--- src/rtl/mantis_round_iter.sv ---
// mantis_round_iter
//   Iterative Mantis round engine for one 64-bit state. Runs NUM_ROUNDS rounds
//   per job. Each job runs either forward (R) or inverse (R_inv). The engine
//   computes UNROLL rounds per clock. Round keys come from an external table
//   through a same-cycle indexed lookup (rk_idx -> rk).
//
// Ports
//   clk, rst_n          clock (rising edge), async active-low reset
//   in_valid/in_ready   job handshake; in_state and in_inverse are sampled at accept
//   rk_idx              per-slot round-key index (slot k = [k*IDX_W +: IDX_W]), 0 outside RUN
//   rk                  per-slot round key (slot k = [k*64 +: 64]), same cycle as rk_idx
//   out_valid/out_ready result handshake; out_state is held while not consumed
//   busy                high while rounds are being computed
module mantis_round_iter #(
    parameter int NUM_ROUNDS = 7,
    parameter int UNROLL     = 1,
    parameter int IDX_W      = 3
) (
    input  logic                    clk,
    input  logic                    rst_n,
    input  logic                    in_valid,
    output logic                    in_ready,
    input  logic                    in_inverse,
    input  logic [63:0]             in_state,
    output logic [UNROLL*IDX_W-1:0] rk_idx,
    input  logic [UNROLL*64-1:0]    rk,
    output logic                    out_valid,
    input  logic                    out_ready,
    output logic [63:0]             out_state,
    output logic                    busy
);
    localparam int CNT_W = IDX_W + 1;

    // Nibble tables, entry i sits at bits [63-4i -: 4] (same order as the cells).
    localparam logic [63:0] SBOX     = 64'hCAD3EBF789150246;
    localparam logic [63:0] PERM     = 64'h0B6DA1C75E38F492;
    localparam logic [63:0] PERM_INV = 64'h05FAD827BE41639C;

    typedef enum logic [1:0] {IDLE, RUN, DONE} fsm_t;

    fsm_t             fsm;
    logic [63:0]      st;
    logic [CNT_W-1:0] cnt;
    logic [CNT_W-1:0] cnt_next;
    logic             inv;
    logic             accept;

    function automatic logic [3:0] nib(input logic [63:0] v, input int i);
        return v[63-4*i -: 4];
    endfunction

    function automatic logic [63:0] sub_cells(input logic [63:0] x);
        logic [63:0] y;
        y = '0;
        for (int i = 0; i < 16; i++) y[63-4*i -: 4] = nib(SBOX, int'(nib(x, i)));
        return y;
    endfunction

    // out cell i = in cell p[i]
    function automatic logic [63:0] shuffle(input logic [63:0] x, input logic [63:0] p);
        logic [63:0] y;
        y = '0;
        for (int i = 0; i < 16; i++) y[63-4*i -: 4] = nib(x, int'(nib(p, i)));
        return y;
    endfunction

    // circ(0,1,1,1): each cell becomes the XOR of the other three in its column
    function automatic logic [63:0] mix_cols(input logic [63:0] x);
        logic [63:0] y;
        logic [3:0]  s;
        y = '0;
        for (int c = 0; c < 4; c++) begin
            s = nib(x, 4*c) ^ nib(x, 4*c+1) ^ nib(x, 4*c+2) ^ nib(x, 4*c+3);
            for (int r = 0; r < 4; r++) y[63-4*(4*c+r) -: 4] = s ^ nib(x, 4*c+r);
        end
        return y;
    endfunction

    function automatic logic [63:0] fwd_round(input logic [63:0] x, input logic [63:0] k);
        return mix_cols(shuffle(sub_cells(x) ^ k, PERM));
    endfunction

    function automatic logic [63:0] inv_round(input logic [63:0] y, input logic [63:0] k);
        return sub_cells(shuffle(mix_cols(y), PERM_INV) ^ k);
    endfunction

    // Combinational chain of UNROLL rounds starting from the state register.
    logic [63:0] chain [UNROLL+1];
    assign chain[0] = st;

    for (genvar k = 0; k < UNROLL; k++) begin : g_slot
        logic [IDX_W-1:0] fwd_idx;
        // cnt + k < NUM_ROUNDS <= 2**IDX_W, so the low IDX_W bits are exact
        assign fwd_idx = cnt[IDX_W-1:0] + IDX_W'(k);
        assign rk_idx[k*IDX_W +: IDX_W] = (fsm != RUN) ? '0 :
                                          inv ? IDX_W'(NUM_ROUNDS-1) - fwd_idx : fwd_idx;
        assign chain[k+1] = inv ? inv_round(chain[k], rk[k*64 +: 64])
                                : fwd_round(chain[k], rk[k*64 +: 64]);
    end

    // Gated by rst_n so in_ready stays low for the whole reset pulse.
    assign in_ready  = rst_n && ((fsm == IDLE) || ((fsm == DONE) && out_ready));
    assign accept    = in_valid && in_ready;
    assign cnt_next  = cnt + CNT_W'(UNROLL);
    assign out_state = st;

    always_ff @(posedge clk or negedge rst_n) begin
        if (!rst_n) begin
            fsm       <= IDLE;
            st        <= '0;
            cnt       <= '0;
            inv       <= 1'b0;
            out_valid <= 1'b0;
            busy      <= 1'b0;
        end else begin
            case (fsm)
                RUN: begin
                    st  <= chain[UNROLL];
                    cnt <= cnt_next;
                    if (cnt_next == CNT_W'(NUM_ROUNDS)) begin
                        fsm       <= DONE;
                        busy      <= 1'b0;
                        out_valid <= 1'b1;
                    end
                end
                DONE: begin
                    if (out_ready) begin
                        fsm       <= IDLE;
                        out_valid <= 1'b0;
                    end
                end
                default: ;
            endcase
            // accept is only possible in IDLE or DONE; it overrides the DONE->IDLE move
            if (accept) begin
                st   <= in_state;
                inv  <= in_inverse;
                cnt  <= '0;
                busy <= 1'b1;
                fsm  <= RUN;
            end
        end
    end
endmodule
--- config.mk ---
export PLATFORM = sky130hd
export DESIGN_NAME = mantis_round_iter
export DESIGN_NICKNAME = d
export VERILOG_FILES = /design/src/rtl/mantis_round_iter.sv
export SDC_FILE = /design/constraint.sdc
export NUM_CORES = 1
export LEC_CHECK = 0
export BUFFER_PORTS_ARGS = -buffer_cell sky130_fd_sc_hd__clkbuf_2
export CELL_PAD_IN_SITES_DETAIL_PLACEMENT = 2
export CELL_PAD_IN_SITES_GLOBAL_PLACEMENT = 2
export CORE_UTILIZATION = 36
export DETAILED_ROUTE_END_ITERATION = 10
export PLACE_DENSITY_LB_ADDON = 0.1
export SYNTH_ARGS = -nofsm -noshare
export SYNTH_HDL_FRONTEND = slang
export SYNTH_SLANG_ARGS = --single-unit
--- constraint.sdc ---
create_clock -name clk -period 3.9 [get_ports clk]
set_clock_uncertainty 0.15 [all_clocks]
set_input_delay 0.78 -clock clk [delete_from_list [all_inputs] [get_ports clk]]
set_output_delay 0.78 -clock clk [all_outputs]
set_load 0.01 [all_outputs]
* Word level (Yosys, flattened, before mapping)
Cells that the tools add are included.
Word-level totals: word-level logic and storage cells 167, input port bits 133, output and inout bits 70, register bits after elaboration 73
Operators by class: reduce and logical (&&, ||, !) cells 12, $add $sub $neg 34, muxes and demuxes 17, bitwise logic cells 58, eq/ne operators 8, shift operators 32
Operator list (count):
- $shiftx 67x7->4 const A | 32
- $sub 6x6->7 const A | 32
- $xor 4x4->4 | 56
- $mux 64 | 3
- $xor 64x64->64 | 2
- $mux 4 | 2
- $mux 2 | 3
- $mux 3 | 2
- $ne 3x3->1 const B | 2
- $reduce_and 3->1 | 2
- $reduce_bool 2->1 | 3
- $mux 1 | 5
- $add 4x1->4 const B | 1
- $eq 4x3->1 const B | 1
- $ne 2x2->1 const B | 2
- $pmux 2 s2 | 1
- $logic_and 1x1->1 | 3
- $reduce_bool 3->1 | 1
- $sub 3x3->3 const A | 1
- $eq 2x1->1 const B | 1
- $eq 2x2->1 const B | 1
- $logic_not 2->1 | 1
- $ne 2x1->1 const B | 1
- $pmux 1 s2 | 1
- other kinds (2) | 2

* Depth between registers and ports, before layout
Gate-level depths: netlist of run 1.
depth in word-level cells 10, mapped depth 9, mapped depth without buffers 6

* Least setup slack after synthesis of run 1
OpenSTA, ideal clock, no wires.
path kind input to register, from in in_valid, to reg st[11], in the netlist out_state[11], data arrival time 2.016 ns, setup slack 1.613 ns, data required time 3.628 ns, library setup time 0.122 ns, path buffers 2, stages on the path 7, cell sequence nand2_1 > or3_1 > buf_2 > nand2_1 > buf_2 > or3_1 > a32o_1
On the way: cells in the longest elaborated chain, start to end 2, elaborated cells on any way between the ends 3, classes of those cells mux (1); reduce/logical (2)
Ends and longest elaborated chain:
- start: declaration | line 21 | input logic in_valid,
- $logic_and 1x1->1 * | line 103 | assign accept = in_valid && in_ready;
- $mux 64 / $reduce_bool 2->1 (equally long branches)
- end signal: assignment | line 118 | st <= chain[UNROLL];
- end signal: assignment | line 136 | st <= in_state;
- end: declaration | line 42 | logic [63:0] st;
Every way passes the cells marked *; elsewhere a longest branch is shown, timed or not. A chain may end at the register's enable or synchronous reset.

* Worst setup path in the final report of run 1
from reg fsm[0], to out rk_idx[2]
On the way: cells in the longest elaborated chain, start to end 2
Ends and longest elaborated chain:
- start: declaration | line 41 | fsm_t fsm;
- start signal: assignment | line 109 | fsm <= IDLE;
- start signal: assignment | line 121 | fsm <= DONE;
- start signal: assignment | line 128 | fsm <= IDLE;
- $ne 2x1->1 | line 95 | assign rk_idx[k*IDX_W +: IDX_W] = (fsm != RUN) ? '0 :
- $mux 3 | line 95
- end: declaration | line 25 | output logic [UNROLL*IDX_W-1:0] rk_idx,
Every way passes these cells.

==> impl_results.md, run 1 <==
- Run status: complete, no violations
- Die height: 163 µm
- GRT Total Usage: 33.0%
- Largest net degree at the start of global routing: 48
- Worst path max stage delay: 0.88 ns
- Post-DP HPWL: 34200 µm
- Post-synth EDFFs: 0
- CTS tree: done
- Num CTS Buffers: 9
- Syn nets: 1214
- Worst Path Buf+Inv: 2
- Setup-failing EPs final: 0
- Fin. max-slew vios: 0
- WL final: 43700 µm
- WS Path Type: reg -> out
- Least-Margin Pin Slew: 1.09 ns
- Clk root buf: clkbuf_16
- Crit-path cells: nand2_1, buf_4, a21oi_1, clkbuf_2
- Sink Count: 73
- Iter 0 DRT Violations: 616
- Final setup TNS: 0 ns
- Crit-path max FO: 16
- CTS Hold Bufs: 0
- Critical path capture point type: output port
- Syn_area_per_cell: 8.68 µm²
- Die Area: 26700 µm²
- Routed Antenna Nets: 0
- Routed vias: 9237
- Commonest non-fill, non-tap cell in the layout: clkbuf_2
- Nets: 1362
- CP Launch Type: flop
- Top_reg_cell synth: dfrtp_1
- Fmax: 317 MHz
- Commonest non-fill, non-tap cells in the layout: clkbuf_2 (201), xnor2_1 (194), o21ai_0 (89), a21oi_1 (89), dfrtp_1 (73)
- Seq cells post-synth: 73
- Antenna Cells: 0
- Clock Latency Late Sink: 0.36 ns
- Core Area: 25300 µm²
- Max-cap violations: 0
- Data required, critical path: 2.97 ns
- Ys async rst share: 100%
- H-Tree Depth: 3
- Setup WS post-layout: 0.744 ns
- Layout cell share with drive strength beyond 1: 25.4%
- Die W: 163 µm
- Final Core Density: 42.7%
- Post-route DRC: 0
- Hold WC Path Type: in -> async
- Quantity of gates resized following cts: 0
- Routed wire per std cell: 28.0 µm
- CP arrival: 2.23 ns
- Cell Rows: 58
- Initial antenna violation count: 1
- Crit share post-route: 80.9%
- Synth unique cells: 68
- Starting density of the core: 37.0%
- Total congestion overflow: 0
- Slew HR: 27.3%
- Synthesized area: 9370 µm²
- Register area share after synthesis: 19.5%
- Crit-path slowest cell: dfrtp_1
- I/O Buffers: 202
- Final count of hold timing violations: 0
- Fin crit period: 3.16 ns
- CP top delay family: flip-flops
- First-pass DRT Iterations: 7
- Routability Congestion: 0.910
- Syn Inst Count: 1079
- RSZ-0062 raised after global routing: no
- Synth Warn #: 0
- Vias in the first global route: 9641
- Pre-CTS WS: 0.611 ns
- DR vias/cell: 5.91
- Area Growth Syn to Fin: 15.4%
- Max clock buf depth: 2
- First-pass GRT wire length: 63200 µm
- IO Pins: 203
- Hold_ws: 0.330 ns
- Clock transition at path regs: 0.07 ns
- Postcts setup bufs: 0
-- routing by layer --
layer | wire (µm) | vias up | global-route usage [%] | share of wire (%)
met4 | 1120 | 0 | 10.7 | 2.6
li1 | - | 4082 | - | -
met2 | 20500 | 334 | 54.2 | 47
met3 | 2760 | 60 | 6.25 | 6.3
met1 | 19200 | 4761 | 43.5 | 44
met5 | 0 | - | 0 | 0
-- through the flow --
step	instances	area (µm²)
2_1_floorplan	1079	9370
3_3_place_gp	1546	10500
3_5_place_dp	1546	10500
4_1_cts	1562	10800
5_1_grt	1562	10800
6_report	1562	10800
-- state kept, by name, summed over array words and instances (netlist names) --
signal and count:
busy 1, inv 1, out_state 64, cnt 4
fsm 2, out_valid 1
-- layout make-up --
class	count	area (µm²)
Fill cell	2873	14500
Clock inverter	6	43.8
Timing Repair Buffer	226	1210
Sequential cell	73	1830
Clock buffer	10	239
Inverter	46	173
Tap cell	330	413
Multi-Input combinational cell	871	6910
-- cells by family after synthesis --
group                    share of synthesized area [%]
buffers and inverters                             7.00
flip-flops                                        19.5
XOR/XNOR                                          37.8
adder cells (fa/ha/maj)                           3.10
AND/OR/NAND/NOR                                   8.44
multiplexers                                     0.107
AO/OA/AOI/OAI                                     24.1
-- cell usage after synthesis (all sizes together) (6+ instances only) --
master    n  area share, %
and3      6           0.40
and2      8           0.61
o21ai   102            5.4
a21oi    92            5.0
xor2     66            7.1
nor2     56            2.3
maj3     25            2.8
buf      62            4.1
nand2    71            2.8
clkbuf   27            1.1
xnor2   212             21
nand3    11           0.59
inv      46            1.8
o221ai   13            1.2
a22oi    25            2.0
xnor3    38            9.1
a221oi   16            1.6
dfrtp    73             20
o22ai    29            2.4
nor3     13           0.75
o211ai    8           0.64
a32o      6           0.64
or3       8           0.53
-- final timing paths --
| path | slack (ns) | from | endpoint | depth (start not counted) |
|---|---|---|---|---|
| hold reg to reg | 0.40 | busy$_DFFE_PN0P_ | busy$_DFFE_PN0P_ | 1 |
| max in group asynchronous | 2.16 | rst_n | out_state[19]$_DFFE_PN0P_ | 3 |
| setup / recovery | 0.74 | fsm[0]$_DFFE_PN0P_ | rk_idx[2] | 4 |
| hold / removal | 0.33 | rst_n | out_state[47]$_DFFE_PN0P_ | 2 |
| min in group clk | 0.40 | busy$_DFFE_PN0P_ | busy$_DFFE_PN0P_ | 1 |
| setup reg to reg | 0.84 | fsm[0]$_DFFE_PN0P_ | out_state[51]$_DFFE_PN0P_ | 7 |
Power of run 1 is not shown: default switching activity piles up to over one toggle a cycle in this logic, so the estimate is an artifact.
==> run 2: changes to the inputs <==
--- a/config.mk
+++ b/config.mk
@@ -8,7 +8,7 @@
 export BUFFER_PORTS_ARGS = -buffer_cell sky130_fd_sc_hd__clkbuf_2
 export CELL_PAD_IN_SITES_DETAIL_PLACEMENT = 2
 export CELL_PAD_IN_SITES_GLOBAL_PLACEMENT = 2
-export CORE_UTILIZATION = 36
+export CORE_UTILIZATION = 30
 export DETAILED_ROUTE_END_ITERATION = 10
 export PLACE_DENSITY_LB_ADDON = 0.1
 export SYNTH_ARGS = -nofsm -noshare
==> constraint.sdc (replaced) <==
create_clock -name clk -period 2.82 [get_ports clk]
set_clock_uncertainty 0.15 [all_clocks]
set_input_delay 0.564 -clock clk [delete_from_list [all_inputs] [get_ports clk]]
set_output_delay 0.564 -clock clk [all_outputs]
set_load 0.01 [all_outputs]
==> impl_results.md, run 2 (synthesis results as in run 1) <==
- CP Launch Type: flop (unchanged)
- WL final: 44900 µm (was 43700 µm)
- Clock Latency Late Sink: 0.36 ns (about the same)
- Fin crit period: 2.63 ns
- Final count of hold timing violations: 0 (unchanged)
- Critical path capture point type: flop (was output port)
- Die Area: 31900 µm² (was 26700 µm²)
- DR vias/cell: 5.48 (was 5.91)
- First-pass GRT wire length: 64700 µm (was 63200 µm)
- Num CTS Buffers: 9 (unchanged)
- Final setup TNS: 0 ns (unchanged)
- Clk root buf: clkbuf_16 (unchanged)
- Die W: 179 µm (was 163 µm)
- Setup WS post-layout: 0.194 ns (was 0.744 ns)
- R2R Path End: out_state[45]$_DFFE_PN0P_ (was out_state[51]$_DFFE_PN0P_)
- Data required, critical path: 2.88 ns (was 2.97 ns)
- H-Tree Depth: 3 (unchanged)
- Pre-CTS WS: 0.267 ns (was 0.611 ns)
- WS Path Type: reg -> reg (was reg -> out)
- CP arrival: 2.69 ns (was 2.23 ns)
- Total congestion overflow: 0 (unchanged)
- Fin. max-slew vios: 0 (unchanged)
- Commonest non-fill, non-tap cell in the layout: clkbuf_2 (unchanged)
- IO Pins: 203 (unchanged)
- First-pass DRT Iterations: 6 (was 7)
- Nets: 1386 (was 1362)
- Commonest non-fill, non-tap cells in the layout: clkbuf_2 (201), xnor2_1 (194), o21ai_0 (89), a21oi_1 (89), dfrtp_1 (73) (unchanged)
- Layout cell share with drive strength beyond 1: 26.8% (was 25.4%)
- Vias in the first global route: 9578 (was 9641)
- Reg2reg path depth: 6 (was 7)
- Post-route DRC: 0 (unchanged)
- Quantity of gates resized following cts: 0 (unchanged)
- Core Area: 30700 µm² (was 25300 µm²)
- CTS Hold Bufs: 0 (unchanged)
- Largest register FFs: 64 (unchanged)
- GRT Total Usage: 28.6% (was 33.0%)
- Least-Margin Pin Slew: 0.817 ns (was 1.09 ns)
- Largest net degree at the start of global routing: 50 (was 48)
- Die height: 179 µm (was 163 µm)
- Clock transition at path regs: 0.08 ns (was 0.07 ns)
- Initial antenna violation count: 0 (was 1)
- CTS tree: done (unchanged)
- Reg2reg setup slack: 0.19 ns (was 0.84 ns)
- Max-cap violations: 0 (unchanged)
- Critical Path Start: out_state[7]$_DFFE_PN0P_ (was fsm[0]$_DFFE_PN0P_)
- Area Growth Syn to Fin: 19.1% (was 15.4%)
- Cell Rows: 64 (was 58)
- Routed vias: 9066 (was 9237)
- Sink Count: 73 (unchanged)
- Fmax: 381 MHz
- Area taken by multi-input logic gates: 6910 µm² (unchanged)
- CP endpoint: out_state[45]$_DFFE_PN0P_ (was rk_idx[2])
- Crit share post-route: 93.1%
- Reg-to-Reg Start: out_state[7]$_DFFE_PN0P_ (was fsm[0]$_DFFE_PN0P_)
- Postcts setup bufs: 0 (unchanged)
- Hold WC Path Type: in -> async (unchanged)
- Post-DP HPWL: 35800 µm (was 34200 µm)
- RSZ-0062 raised after global routing: no (unchanged)
- Starting density of the core: 30.5% (was 37.0%)
- Routed Antenna Nets: 0 (unchanged)
- I/O Buffers: 202 (unchanged)
- Setup-failing EPs final: 0 (unchanged)
- Sequential Area: 1830 µm² (unchanged)
- Routed wire per std cell: 27.2 µm (was 28.0 µm)
- Crit-path max FO: 11 (was 16)
- Iter 0 DRT Violations: 508 (was 616)
- Routability Congestion: 0.885 (was 0.910)
- Slew HR: 45.5% (was 27.3%)
- Run status: complete, no violations (unchanged)
- Max clock buf depth: 2 (unchanged)
- Fill count: 3585 (was 2873)
## run 2: cell count changes in the layout (fill, tap and decap cells not counted)
cell        previous run  this run
clkbuf_8               1         0
buf_12                 1         4
clkinvlp_4             1         2
bufinv_16              0         2
inv_6                  0         3
diode_2                0         1
clkinv_4               3         0
buf_4                 24        45
clkinv_2               2         0
## run 2: cell type report
class                   instances  share of cell area, %
clock inverters                 7                  0.908
multi-input cells             871                   61.9
inverters                      46                   1.55
well taps                     396                   4.44
clock buffers                   9                   2.02
diodes                          1                 0.0224
flip-flops and latches         73                   16.4
repair buffers                250                   12.8
## run 2: metrics by stage
stage / hold WS, ns / util (%) / instances / instance area (µm²)
floorplan: 0.118 / - / 1079 / 9370
global placement: 0.318 / 35.3 / 1636 / 10800
detailed placement: 0.316 / 35.3 / 1636 / 10800
CTS: 0.0568 / 36.4 / 1652 / 11200
global route: 0.0720 / 36.4 / 1652 / 11200
finish: 0.0588 / 36.4 / 1653 / 11200
## run 2: how the worst min path moves through the flow
stage	endpoint	startpoint	slack, ns	cells past startpoint
finish	out_state[7]$_DFFE_PN0P_	rst_n	0.06	2
global route	out_valid$_DFFE_PN0P_	rst_n	0.07	2
CTS	out_valid$_DFFE_PN0P_	rst_n	0.06	2
detailed placement	busy$_DFFE_PN0P_	busy$_DFFE_PN0P_	0.32	1
global placement	busy$_DFFE_PN0P_	busy$_DFFE_PN0P_	0.32	1
floorplan	busy$_DFFE_PN0P_	rst_n	0.12	0
## run 2: per-layer routing
layer | share of wire [%] | global-route usage, %
met3 | 4.3 | 3.94
met2 | 46 | 47.0
met5 | 0 | 0
met1 | 46 | 38.6
met4 | 2.7 | 8.90
## run 2: critical path, stage by stage, from the launching register on
cell and delay (ns):
dfrtp_1 0.69, xor2_2 0.23, xnor2_1 0.45, inv_1 0.09, maj3_2 0.32, a221oi_1 0.41, o21ai_1 0.13
Power of run 2 is left out for the same reason.
==> run 3: changes to the inputs <==
--- a/config.mk
+++ b/config.mk
@@ -8,6 +8,7 @@
 export BUFFER_PORTS_ARGS = -buffer_cell sky130_fd_sc_hd__clkbuf_2
 export CELL_PAD_IN_SITES_DETAIL_PLACEMENT = 2
 export CELL_PAD_IN_SITES_GLOBAL_PLACEMENT = 2
+export CORE_MARGIN = 5
 export CORE_UTILIZATION = 30
 export DETAILED_ROUTE_END_ITERATION = 10
 export PLACE_DENSITY_LB_ADDON = 0.1
==> impl_results.md, run 3 (synthesis results as in run 1) <==
- Final setup TNS: 0 ns (unchanged)
- Die W: 187 µm (was 179 µm)
- Post-route DRC: 0 (unchanged)
- Sink Count: 73 (unchanged)
- CP Launch Type: flop (unchanged)
- Largest net degree at the start of global routing: 50 (unchanged)
- Largest register FFs: 64 (unchanged)
- GRT Total Usage: 25.7% (was 28.6%)
- First-pass GRT wire length: 67500 µm (was 64700 µm)
- Core Area: 30700 µm² (about the same)
- Setup-failing EPs final: 0 (unchanged)
- Crit-path max FO: 11 (unchanged)
- I/O Buffers: 202 (unchanged)
- RSZ-0062 raised after global routing: no (unchanged)
- Routed Antenna Nets: 0 (unchanged)
- Nets: 1392 (was 1386)
- Total congestion overflow: 0 (unchanged)
- Fill count: 3592 (was 3585)
- Reg-to-Reg Start: out_state[7]$_DFFE_PN0P_ (unchanged)
- Fin crit period: 2.69 ns (was 2.63 ns)
- Postcts setup bufs: 0 (unchanged)
- Run status: complete, no violations (unchanged)
- Fin. max-slew vios: 0 (unchanged)
- WL met1: 20400 µm (was 20900 µm)
- Reg2reg path depth: 6 (unchanged)
- First-pass DRT Iterations: 6 (unchanged)
- Commonest non-fill, non-tap cell in the layout: clkbuf_2 (unchanged)
- Placement Cell Area: 10900 µm² (was 10800 µm²)
- Reg2reg setup slack: 0.13 ns (was 0.19 ns)
- Post-DP HPWL: 36600 µm (was 35800 µm)
- Critical path depth in cells: 6 (unchanged)
- Antenna Cells: 0 (was 1)
- Num CTS Buffers: 9 (unchanged)
- Initial antenna violation count: 0 (unchanged)
- Critical path capture point type: flop (unchanged)
- Worst path max stage delay: 0.70 ns (was 0.69 ns)
- Layout cell share with drive strength beyond 1: 27.3% (was 26.8%)
- Max-cap violations: 0 (unchanged)
- Detail Route met3 WL: 2640 µm (was 1940 µm)
- CP arrival: 2.75 ns (was 2.69 ns)
- CTS tree: done (unchanged)
- WS Path Type: reg -> reg (unchanged)
- Sequential Area: 1830 µm² (unchanged)
- Metal2 WL: 21800 µm (was 20900 µm)
- Routability Congestion: 0.904 (was 0.885)
- Area taken by multi-input logic gates: 6910 µm² (about the same)
- Data required, critical path: 2.88 ns (about the same)
- CTS Hold Bufs: 0 (unchanged)
- Clock Latency Late Sink: 0.36 ns (about the same)
- Crit share post-route: 95.4% (was 93.1%)
- Iter 0 DRT Violations: 581 (was 508)
- Final count of hold timing violations: 0 (unchanged)
- Cell Rows: 64 (unchanged)
- Area Growth Syn to Fin: 19.5% (was 19.1%)
- H-Tree Depth: 3 (unchanged)
- Commonest non-fill, non-tap cells in the layout: clkbuf_2 (201), xnor2_1 (194), o21ai_0 (89), a21oi_1 (89), dfrtp_1 (73) (unchanged)
- IO Pins: 203 (unchanged)
- Vias in the first global route: 9973 (was 9578)
- Top layer in use: met4 (unchanged)
- CP top delay family: flip-flops (unchanged)
- Crit-path cells: xor2_2, xnor2_1, inv_1, maj3_2, a221oi_1, o21ai_1 (unchanged)
- Quantity of gates resized following cts: 0 (unchanged)
- WL final: 46000 µm (was 44900 µm)
- Starting density of the core: 30.5% (about the same)
- Crit-path slowest cell: dfrtp_1 (unchanged)
- Clock transition at path regs: 0.07 ns (was 0.08 ns)
- Slew HR: 45.5% (about the same)
- Clk root buf: clkbuf_16 (unchanged)
- Routed wire per std cell: 27.8 µm (was 27.2 µm)
- Routed vias: 9187 (was 9066)
- R2R Path End: out_state[45]$_DFFE_PN0P_ (unchanged)
- DR vias/cell: 5.54 (was 5.48)
- Least-Margin Pin Slew: 0.817 ns (about the same)
- Final instance area: 11200 µm² (about the same)
- Die Area: 34900 µm² (was 31900 µm²)
- Die height: 187 µm (was 179 µm)
- Hold WC Path Type: in -> async (unchanged)
- Max clock buf depth: 2 (unchanged)
- Fmax: 372 MHz (was 381 MHz)
- Worst Path Buf+Inv: 1 (unchanged)
## run 3: stage by stage
step / hold WS, ns / utilization [%] / instances / setup slack (ns)
final: 0.0891 / 36.4 / 1658 / 0.130
after floorplan: 0.118 / - / 1079 / 0.720
after detailed placement: 0.319 / 35.3 / 1642 / 0.220
after global routing: 0.132 / 36.4 / 1658 / 0.0110
after CTS: 0.110 / 36.4 / 1658 / 0.179
after global placement: 0.316 / 35.3 / 1642 / 0.264
## run 3: final cells by class
type / instances / area share [%]
clock buffers: 10 / 2.14
flip-flops and latches: 73 / 16.3
clock inverters: 6 / 0.805
inverters: 46 / 1.54
repair buffers: 256 / 13.0
multi-input cells: 871 / 61.8
well taps: 396 / 4.43
## run 3: layer usage
metal | global-route usage [%] | vias to the layer above
li1 | - | 4132
met1 | 34.4 | 4724
met2 | 42.8 | 281
met3 | 4.75 | 50
met4 | 6.94 | 0
met5 | 0 | -
## run 3: how the worst max path moves through the flow
stage	start	end	slack, ns
4_1_cts	out_state[7]$_DFFE_PN0P_	out_state[45]$_DFFE_PN0P_	0.18
6_report	out_state[7]$_DFFE_PN0P_	out_state[45]$_DFFE_PN0P_	0.13
3_5_place_dp	out_state[7]$_DFFE_PN0P_	out_state[45]$_DFFE_PN0P_	0.22
2_1_floorplan	out_state[23]$_DFFE_PN0P_	out_state[35]$_DFFE_PN0P_	0.72
3_3_place_gp	out_state[7]$_DFFE_PN0P_	out_state[45]$_DFFE_PN0P_	0.26
5_1_grt	out_state[7]$_DFFE_PN0P_	out_state[45]$_DFFE_PN0P_	0.01
Power of run 3 is left out for the same reason.
